==> src/rtl/text_buffer.sv <==
// -----------------------------------------------------------------------------
// text_buffer
//
// Character-cell text buffer for a terminal-style display. An ASCII byte stream
// is accepted on a valid/ready handshake and written at a moving cursor. Any
// cell can be read back for the display through a registered read port.
//
// Control bytes handled by the writer:
//   0x20..0x7E : store at the cursor, then advance one cell
//   0x0A, 0x0D : move to column 0 of the next row (no cell written)
//   0x08       : step back one cell and blank it (no-op at (0,0))
//   0x0C       : blank the whole buffer (CLEAR state), cursor to (0,0)
//   others     : consumed, no effect
//
// After reset the FSM sweeps every cell to 0x20, one cell per cycle. wr_ready
// stays low for the whole sweep.
//
// Optional feature: define TEXT_BUFFER_CURSOR_BLINK_EN to enable the blinking
// cursor. While the blink phase is 1, a read of the cursor cell returns
// glyph 128 instead of the stored byte.
//
// Parameters:
//   ROW_NUMBER   - text lines (default 16)
//   COL_NUMBER   - characters per line (default 32)
//   BLINK_PERIOD - clock cycles per blink phase (default 50_000_000)
//
// Ports:
//   clk          in   1  clock, rising edge
//   rst_n        in   1  asynchronous active-low reset
//   wr_valid     in   1  byte offered
//   wr_data      in   8  ASCII byte
//   wr_ready     out  1  high only in IDLE; the byte is taken when valid & ready
//   char_row     in   4  display read row
//   char_col     in   5  display read column
//   character_id out  8  glyph id for the row/column sampled on the previous edge
//   cursor_row   out  4  current write row
//   cursor_col   out  5  current write column
// -----------------------------------------------------------------------------
module text_buffer #(
    parameter int ROW_NUMBER   = 16,
    parameter int COL_NUMBER   = 32,
    parameter int BLINK_PERIOD = 50000000
) (
    input  logic       clk,
    input  logic       rst_n,
    input  logic       wr_valid,
    input  logic [7:0] wr_data,
    output logic       wr_ready,
    input  logic [3:0] char_row,
    input  logic [4:0] char_col,
    output logic [7:0] character_id,
    output logic [3:0] cursor_row,
    output logic [4:0] cursor_col
);

    localparam int              CELLS    = ROW_NUMBER * COL_NUMBER;
    localparam int              AW       = (CELLS > 1) ? $clog2(CELLS) : 1;
    localparam logic [AW-1:0]   LAST     = AW'(CELLS - 1);
    localparam logic [3:0]      ROW_MAX  = 4'(ROW_NUMBER - 1);
    localparam logic [4:0]      COL_MAX  = 5'(COL_NUMBER - 1);
    localparam logic [7:0]      BLANK    = 8'h20;

    typedef enum logic [0:0] {
        S_CLEAR = 1'b0,
        S_IDLE  = 1'b1
    } state_t;

    function automatic logic [AW-1:0] cell_addr(input logic [3:0] row, input logic [4:0] col);
        return AW'(int'(row) * COL_NUMBER + int'(col));
    endfunction

    // ------------------------------------------------------------------
    // State
    // ------------------------------------------------------------------
    state_t        r_state;
    logic [AW-1:0] r_clr_addr;
    logic [3:0]    r_cur_row;
    logic [4:0]    r_cur_col;

    state_t        w_state_next;
    logic [AW-1:0] w_clr_next;
    logic [3:0]    w_row_next;
    logic [4:0]    w_col_next;

    logic          w_we;
    logic [AW-1:0] w_waddr;
    logic [7:0]    w_wdata;
    logic          w_ready;

    logic [AW-1:0] w_cur_addr;
    logic [3:0]    w_row_inc;
    logic          w_at_origin;

    assign w_cur_addr  = cell_addr(r_cur_row, r_cur_col);
    assign w_row_inc   = (r_cur_row == ROW_MAX) ? 4'd0 : r_cur_row + 4'd1;
    assign w_at_origin = (r_cur_row == 4'd0) && (r_cur_col == 5'd0);

    always_ff @(posedge clk or negedge rst_n) begin
        if (!rst_n) begin
            r_state    <= S_CLEAR;
            r_clr_addr <= '0;
            r_cur_row  <= 4'd0;
            r_cur_col  <= 5'd0;
        end else begin
            r_state    <= w_state_next;
            r_clr_addr <= w_clr_next;
            r_cur_row  <= w_row_next;
            r_cur_col  <= w_col_next;
        end
    end

    always_comb begin
        w_state_next = r_state;
        w_clr_next   = r_clr_addr;
        w_row_next   = r_cur_row;
        w_col_next   = r_cur_col;
        w_we         = 1'b0;
        w_waddr      = w_cur_addr;
        w_wdata      = BLANK;
        w_ready      = 1'b0;

        case (r_state)
            S_CLEAR: begin
                w_we       = 1'b1;
                w_waddr    = r_clr_addr;
                w_row_next = 4'd0;
                w_col_next = 5'd0;
                if (r_clr_addr == LAST) begin
                    w_state_next = S_IDLE;
                    w_clr_next   = '0;
                end else begin
                    w_clr_next = r_clr_addr + 1'b1;
                end
            end

            S_IDLE: begin
                w_ready = 1'b1;
                if (wr_valid) begin
                    if (wr_data >= 8'h20 && wr_data <= 8'h7E) begin
                        w_we    = 1'b1;
                        w_wdata = wr_data;
                        if (r_cur_col == COL_MAX) begin
                            w_col_next = 5'd0;
                            w_row_next = w_row_inc;
                        end else begin
                            w_col_next = r_cur_col + 5'd1;
                        end
                    end else if (wr_data == 8'h0A || wr_data == 8'h0D) begin
                        w_col_next = 5'd0;
                        w_row_next = w_row_inc;
                    end else if (wr_data == 8'h08) begin
                        if (!w_at_origin) begin
                            // Cells are row-major, so one cell back is always
                            // the linear address minus one.
                            w_we    = 1'b1;
                            w_waddr = w_cur_addr - 1'b1;
                            if (r_cur_col == 5'd0) begin
                                w_col_next = COL_MAX;
                                w_row_next = r_cur_row - 4'd1;
                            end else begin
                                w_col_next = r_cur_col - 5'd1;
                            end
                        end
                    end else if (wr_data == 8'h0C) begin
                        w_state_next = S_CLEAR;
                        w_clr_next   = '0;
                        w_row_next   = 4'd0;
                        w_col_next   = 5'd0;
                    end
                end
            end

            default: begin
                w_state_next = S_CLEAR;
                w_clr_next   = '0;
            end
        endcase
    end

    // ------------------------------------------------------------------
    // Cell storage: single write port, registered read port. A read of
    // the cell being written in the same cycle returns the old contents.
    // ------------------------------------------------------------------
    logic [7:0]    r_mem [CELLS];
    logic [7:0]    r_mem_q;
    logic          w_oob;
    logic [AW-1:0] w_raddr;
    logic          r_oob;
    logic [7:0]    w_cell;

    assign w_oob   = (int'(char_row) >= ROW_NUMBER) || (int'(char_col) >= COL_NUMBER);
    assign w_raddr = w_oob ? '0 : cell_addr(char_row, char_col);

    always_ff @(posedge clk) begin
        if (w_we) begin
            r_mem[w_waddr] <= w_wdata;
        end
        r_mem_q <= r_mem[w_raddr];
    end

    // r_oob resets high so character_id shows a blank during and right
    // after reset, independent of the (unreset) RAM output register.
    always_ff @(posedge clk or negedge rst_n) begin
        if (!rst_n) begin
            r_oob <= 1'b1;
        end else begin
            r_oob <= w_oob;
        end
    end

    assign w_cell = r_oob ? BLANK : r_mem_q;

`ifdef TEXT_BUFFER_CURSOR_BLINK_EN
    localparam int            BW       = (BLINK_PERIOD > 1) ? $clog2(BLINK_PERIOD) : 1;
    localparam logic [BW-1:0] BLINK_TC = BW'(BLINK_PERIOD - 1);

    logic [BW-1:0] r_blink_cnt;
    logic          r_blink_phase;
    logic [3:0]    r_rd_row;
    logic [4:0]    r_rd_col;

    always_ff @(posedge clk or negedge rst_n) begin
        if (!rst_n) begin
            r_blink_cnt   <= '0;
            r_blink_phase <= 1'b0;
            r_rd_row      <= 4'd0;
            r_rd_col      <= 5'd0;
        end else begin
            r_rd_row <= char_row;
            r_rd_col <= char_col;
            if (r_blink_cnt == BLINK_TC) begin
                r_blink_cnt   <= '0;
                r_blink_phase <= ~r_blink_phase;
            end else begin
                r_blink_cnt <= r_blink_cnt + 1'b1;
            end
        end
    end

    assign character_id = (r_blink_phase && r_rd_row == r_cur_row && r_rd_col == r_cur_col)
                          ? 8'd128 : w_cell;
`else
    assign character_id = w_cell;
`endif

    assign wr_ready   = w_ready;
    assign cursor_row = r_cur_row;
    assign cursor_col = r_cur_col;

endmodule

==> config.mk <==
export PLATFORM = sky130hd
export DESIGN_NAME = text_buffer
export DESIGN_NICKNAME = d
export VERILOG_FILES = /design/src/rtl/text_buffer.sv
export SDC_FILE = /design/constraint.sdc
export NUM_CORES = 2
export LEC_CHECK = 0
export BUFFER_PORTS_ARGS = -buffer_cell sky130_fd_sc_hd__buf_2
export CAP_MARGIN = 20
export CORE_ASPECT_RATIO = 0.9
export CORE_UTILIZATION = 40
export CTS_CLUSTER_SIZE = 40
export DETAILED_ROUTE_END_ITERATION = 10
export PLACE_DENSITY = 0.66
export SLEW_MARGIN = 40
export SYNTH_ARGS = -nofsm -noshare
export SYNTH_HDL_FRONTEND = slang
export SYNTH_SLANG_ARGS = --single-unit
==> constraint.sdc <==
create_clock -name clk -period 65.5 [get_ports clk]
set_clock_uncertainty 0.2 [all_clocks]
set_input_delay 13.1 -clock clk [delete_from_list [all_inputs] [get_ports clk]]
set_output_delay 13.1 -clock clk [all_outputs]
set_load 0.01 [all_outputs]
==> results.py <==
metrics = {
    "run_status": {
        "status": "completed",
    },
    "floorplanning": {
        "coreArea_sq_um": 403000,
        "ioPinCount": 38,
        "dieArea_sq_um": 407000,
        "start_util_pct": 40.2,
        "fp.dieW_microns": 672,
        "fp.dieH_microns": 605,
        "rows": 221,
    },
    "setup_path": {
        "startpoint_type": "input port",
        "worstPathArrival_ps": 20060,
        "path_delay_family": "buffers and inverters",
        "cp_cell_sequence": "buf_12 > buf_4 > buf_4 > buf_4 > buf_4 > buf_6 > buf_6 > mux4_2 > or2_2 > o22ai_1 > nor4_1 > nand4_1 > nand4_1 > nor4bb_1",
        "critPathCaptureType": "register",
        "max_stage_delay_ps": 720,
        "cp.required_ps": 66120,
        "worstPathMaxFanout": 72,
        "critPathSlowestCell": "buf_4",
        "cp_common_cell": "buf_4",
        "cp_num_buf_inv": 7,
        "critPathKind": "in -> reg",
    },
    "sta": {
        "timing_max_transition_violations_final": 0,
        "worst_pin_slew_ps": 965,
        "fmax_mhz": 51.4,
        "rsz0062_at_grt": "false",
        "fin_crit_ps": 19440,
        "max_slew_margin_pct": 35.6,
        "finalSetupTns_ps": 0,
        "setup_ws_ps": 46060,
        "fin_hold_ws_ps": 312,
        "post-route-period-util_pct": 29.7,
        "setup_viol": 0,
        "hold_violations": 0,
    },
    "logic_synthesis": {
        "synth.cell_area_sq_um": 162000,
        "synth_seq_cells": 4124,
        "synth_area_leaders": "edfxtp_1 76%, mux4_2 9.7%, mux2i_1 4.4%, o221ai_1 1.4%, nor2_1 1.1%",
        "ys_seq_area_share_pct": 76.5,
        "async_flop_share_pct": 0.485,
        "ys.flop_type": "edfxtp_1",
        "synth_cells": 8294,
        "synth_edf_count": 4096,
        "synth_cell_types": 84,
        "synthTopCellsByCount": "4096 x edfxtp_1, 705 x mux2i_1, 695 x mux4_2",
        "synth_top_area_cell": "edfxtp_1",
        "synthMostInstantiatedCell": "edfxtp_1",
        "syn_avg_cell_area_sq_um": 19.5,
        "ys_warn_count": 0,
        "synth_top_area_share_pct": 76.1,
    },
    "power_and_ir_drop": {
        "pwr-share-clk_pct": 41.6,
        "power_frac_comb_pct": 6.1,
        "power.switching_mw": 1.25,
        "ir_drop_mv": 0.0256,
        "leakage_nw": 59.0,
        "power.total_mw": 5.55,
        "power_per_cell_area_nw_per_um2": 30.0,
        "switching_share_pct": 22.5,
        "cell_internal_pwr_mw": 4.30,
        "p_seq_share_pct": 52.4,
    },
    "worst_hold_path": {
        "hold_class": "reg -> reg",
    },
    "global_routing": {
        "grt.overflow.total": 0,
        "track_usage_pct": 20.9,
        "grt_pass1_wl_mm": 620,
        "grt_pass1_vias": 84839,
        "grt_max_degree": 193,
        "antenna_found_initial": 29,
    },
    "detailed_routing": {
        "wl_per_cell_microns": 29.8,
        "postRouteAntennaNets": 0,
        "drc_errors": 0,
        "routed_wl_mm": 438,
        "first_iter_violations": 11827,
        "drt_pass1_iterations": 7,
        "num_vias": 86709,
        "vias_per_cell": 5.90,
    },
    "clocking": {
        "cts_made_buffers": 412,
        "hold_buffers": 0,
        "worstSkewPairLatency_ps": 990,
        "cts_max_level": 5,
        "cts_resized": 0,
        "clk_path_buf_depth": 4,
        "cts_sinks": 4124,
        "clk_pin_slew_ps": 60,
        "root_buffer": "clkbuf_16",
        "cts_setup_buffers": 0,
        "cts_tree": "yes",
    },
    "cells_and_area": {
        "num-fill-cells": 33312,
        "areaGrowthSynthToFinish_pct": 14.4,
        "layout-drive-gt1-share_pct": 20.1,
        "nNetsFinal": 9011,
        "multi_input_area_sq_um": 38800,
        "seqCellArea_sq_um": 124000,
    },
    "placed_design": {
        "dp_hpwl_mm": 271,
        "gp_congestion": 0.887,
        "place_ws_ps": 45010,
        "io_buffers": 37,
    },
    "run": {
        "maxCapViolCount": 0,
    },
}
stage by stage:
stage               area [sq um]  std cells  util, %
floorplan                 164000       8806        -
global placement          170000      13893     42.3
detailed placement        171000      13911     42.6
CTS                       184000      14675     45.8
global route              185000      14693     46.0
finish                    185000      14697     46.0
cell families after synthesis:
kind of cell / after synthesis / synth area share, %
adders and majority gates: 8 / 0.0619
and+or+nand+nor: 1235 / 3.67
other: 1 / 0.00232
DFF: 4124 / 76.5
AOI/OAI and AO/OA: 977 / 4.27
buffers and inverters: 541 / 1.43
muxes: 1405 / 14.1
xor gates and xnor gates: 3 / 0.0163
state kept, by name, indices dropped and copies added, names as in the netlist:
signal	cells
cursor_col	5
cursor_row	4
r_oob	1
r_mem_q	8
r_mem	4096
r_clr_addr	9
r_state	1
cell usage in the layout, fill, tap and decap left out, drive strengths merged, types with 83 or more instances in the layout:
master	n
clkinv	182
nor2	480
mux2i	705
edfxtp	4096
nand3	83
buf	286
mux4	695
o22ai	207
nor3	254
nand2	136
clkbuf	520
o21ai	102
conb	513
a21oi	170
o221ai	266
power groups by stage:
stage / clock, mW / combinational (mW) / sequential [mW]
final: 2.31 / 0.336 / 2.91
after global routing: 2.42 / 0.348 / 2.91
after CTS: 2.33 / 0.326 / 2.91
after detailed placement: 0 / 0.326 / 2.96
after global placement: 0 / 0.314 / 2.96
after floorplan: 0 / 0.188 / 2.97
final cells by class:
type                    instances  share of cell area, %
diodes                         12                 0.0162
clock buffers                 519                   5.84
clock inverters               245                   1.21
inverters                      17                 0.0426
multi-input cells            4141                   21.0
flip-flops and latches       4124                   66.8
well taps                    5352                   3.62
repair buffers                287                   1.46
path summary, 6_finish.rpt:
path                                from            end  slack, ps  depth (start not counted)
max                          char_col[0]     r_mem_q[5]      46060                         14
min                        r_clr_addr[5]  r_clr_addr[5]        310                          1
max reg2reg                cursor_col[0]   r_mem[64][6]      59530                         11
min reg2reg                r_clr_addr[5]  r_clr_addr[5]        310                          1
max in group asynchronous          rst_n          r_oob      52850                          1
min in group asynchronous          rst_n  cursor_col[0]      11870                          1
layer usage:
layer | wire length, microns | vias to the layer above | GRT usage (%)
met5 | 64 | - | 0
met4 | 16700 | 12 | 7.75
met3 | 49500 | 815 | 4.96
met2 | 200000 | 5164 | 32.1
met1 | 172000 | 45189 | 29.3
li1 | - | 35529 | -
worst register-to-register path, stage by stage (launching register included):
cell and delay (ps):
dfrtp_1 520, inv_1 130, ha_1 210, nor4b_2 480
nand3_1 290, and4_1 350, a311oi_4 610, and2_1 650
nand3_4 670, buf_4 620, nor3_1 660, buf_4 280
Power figures use the tool's default switching activity.
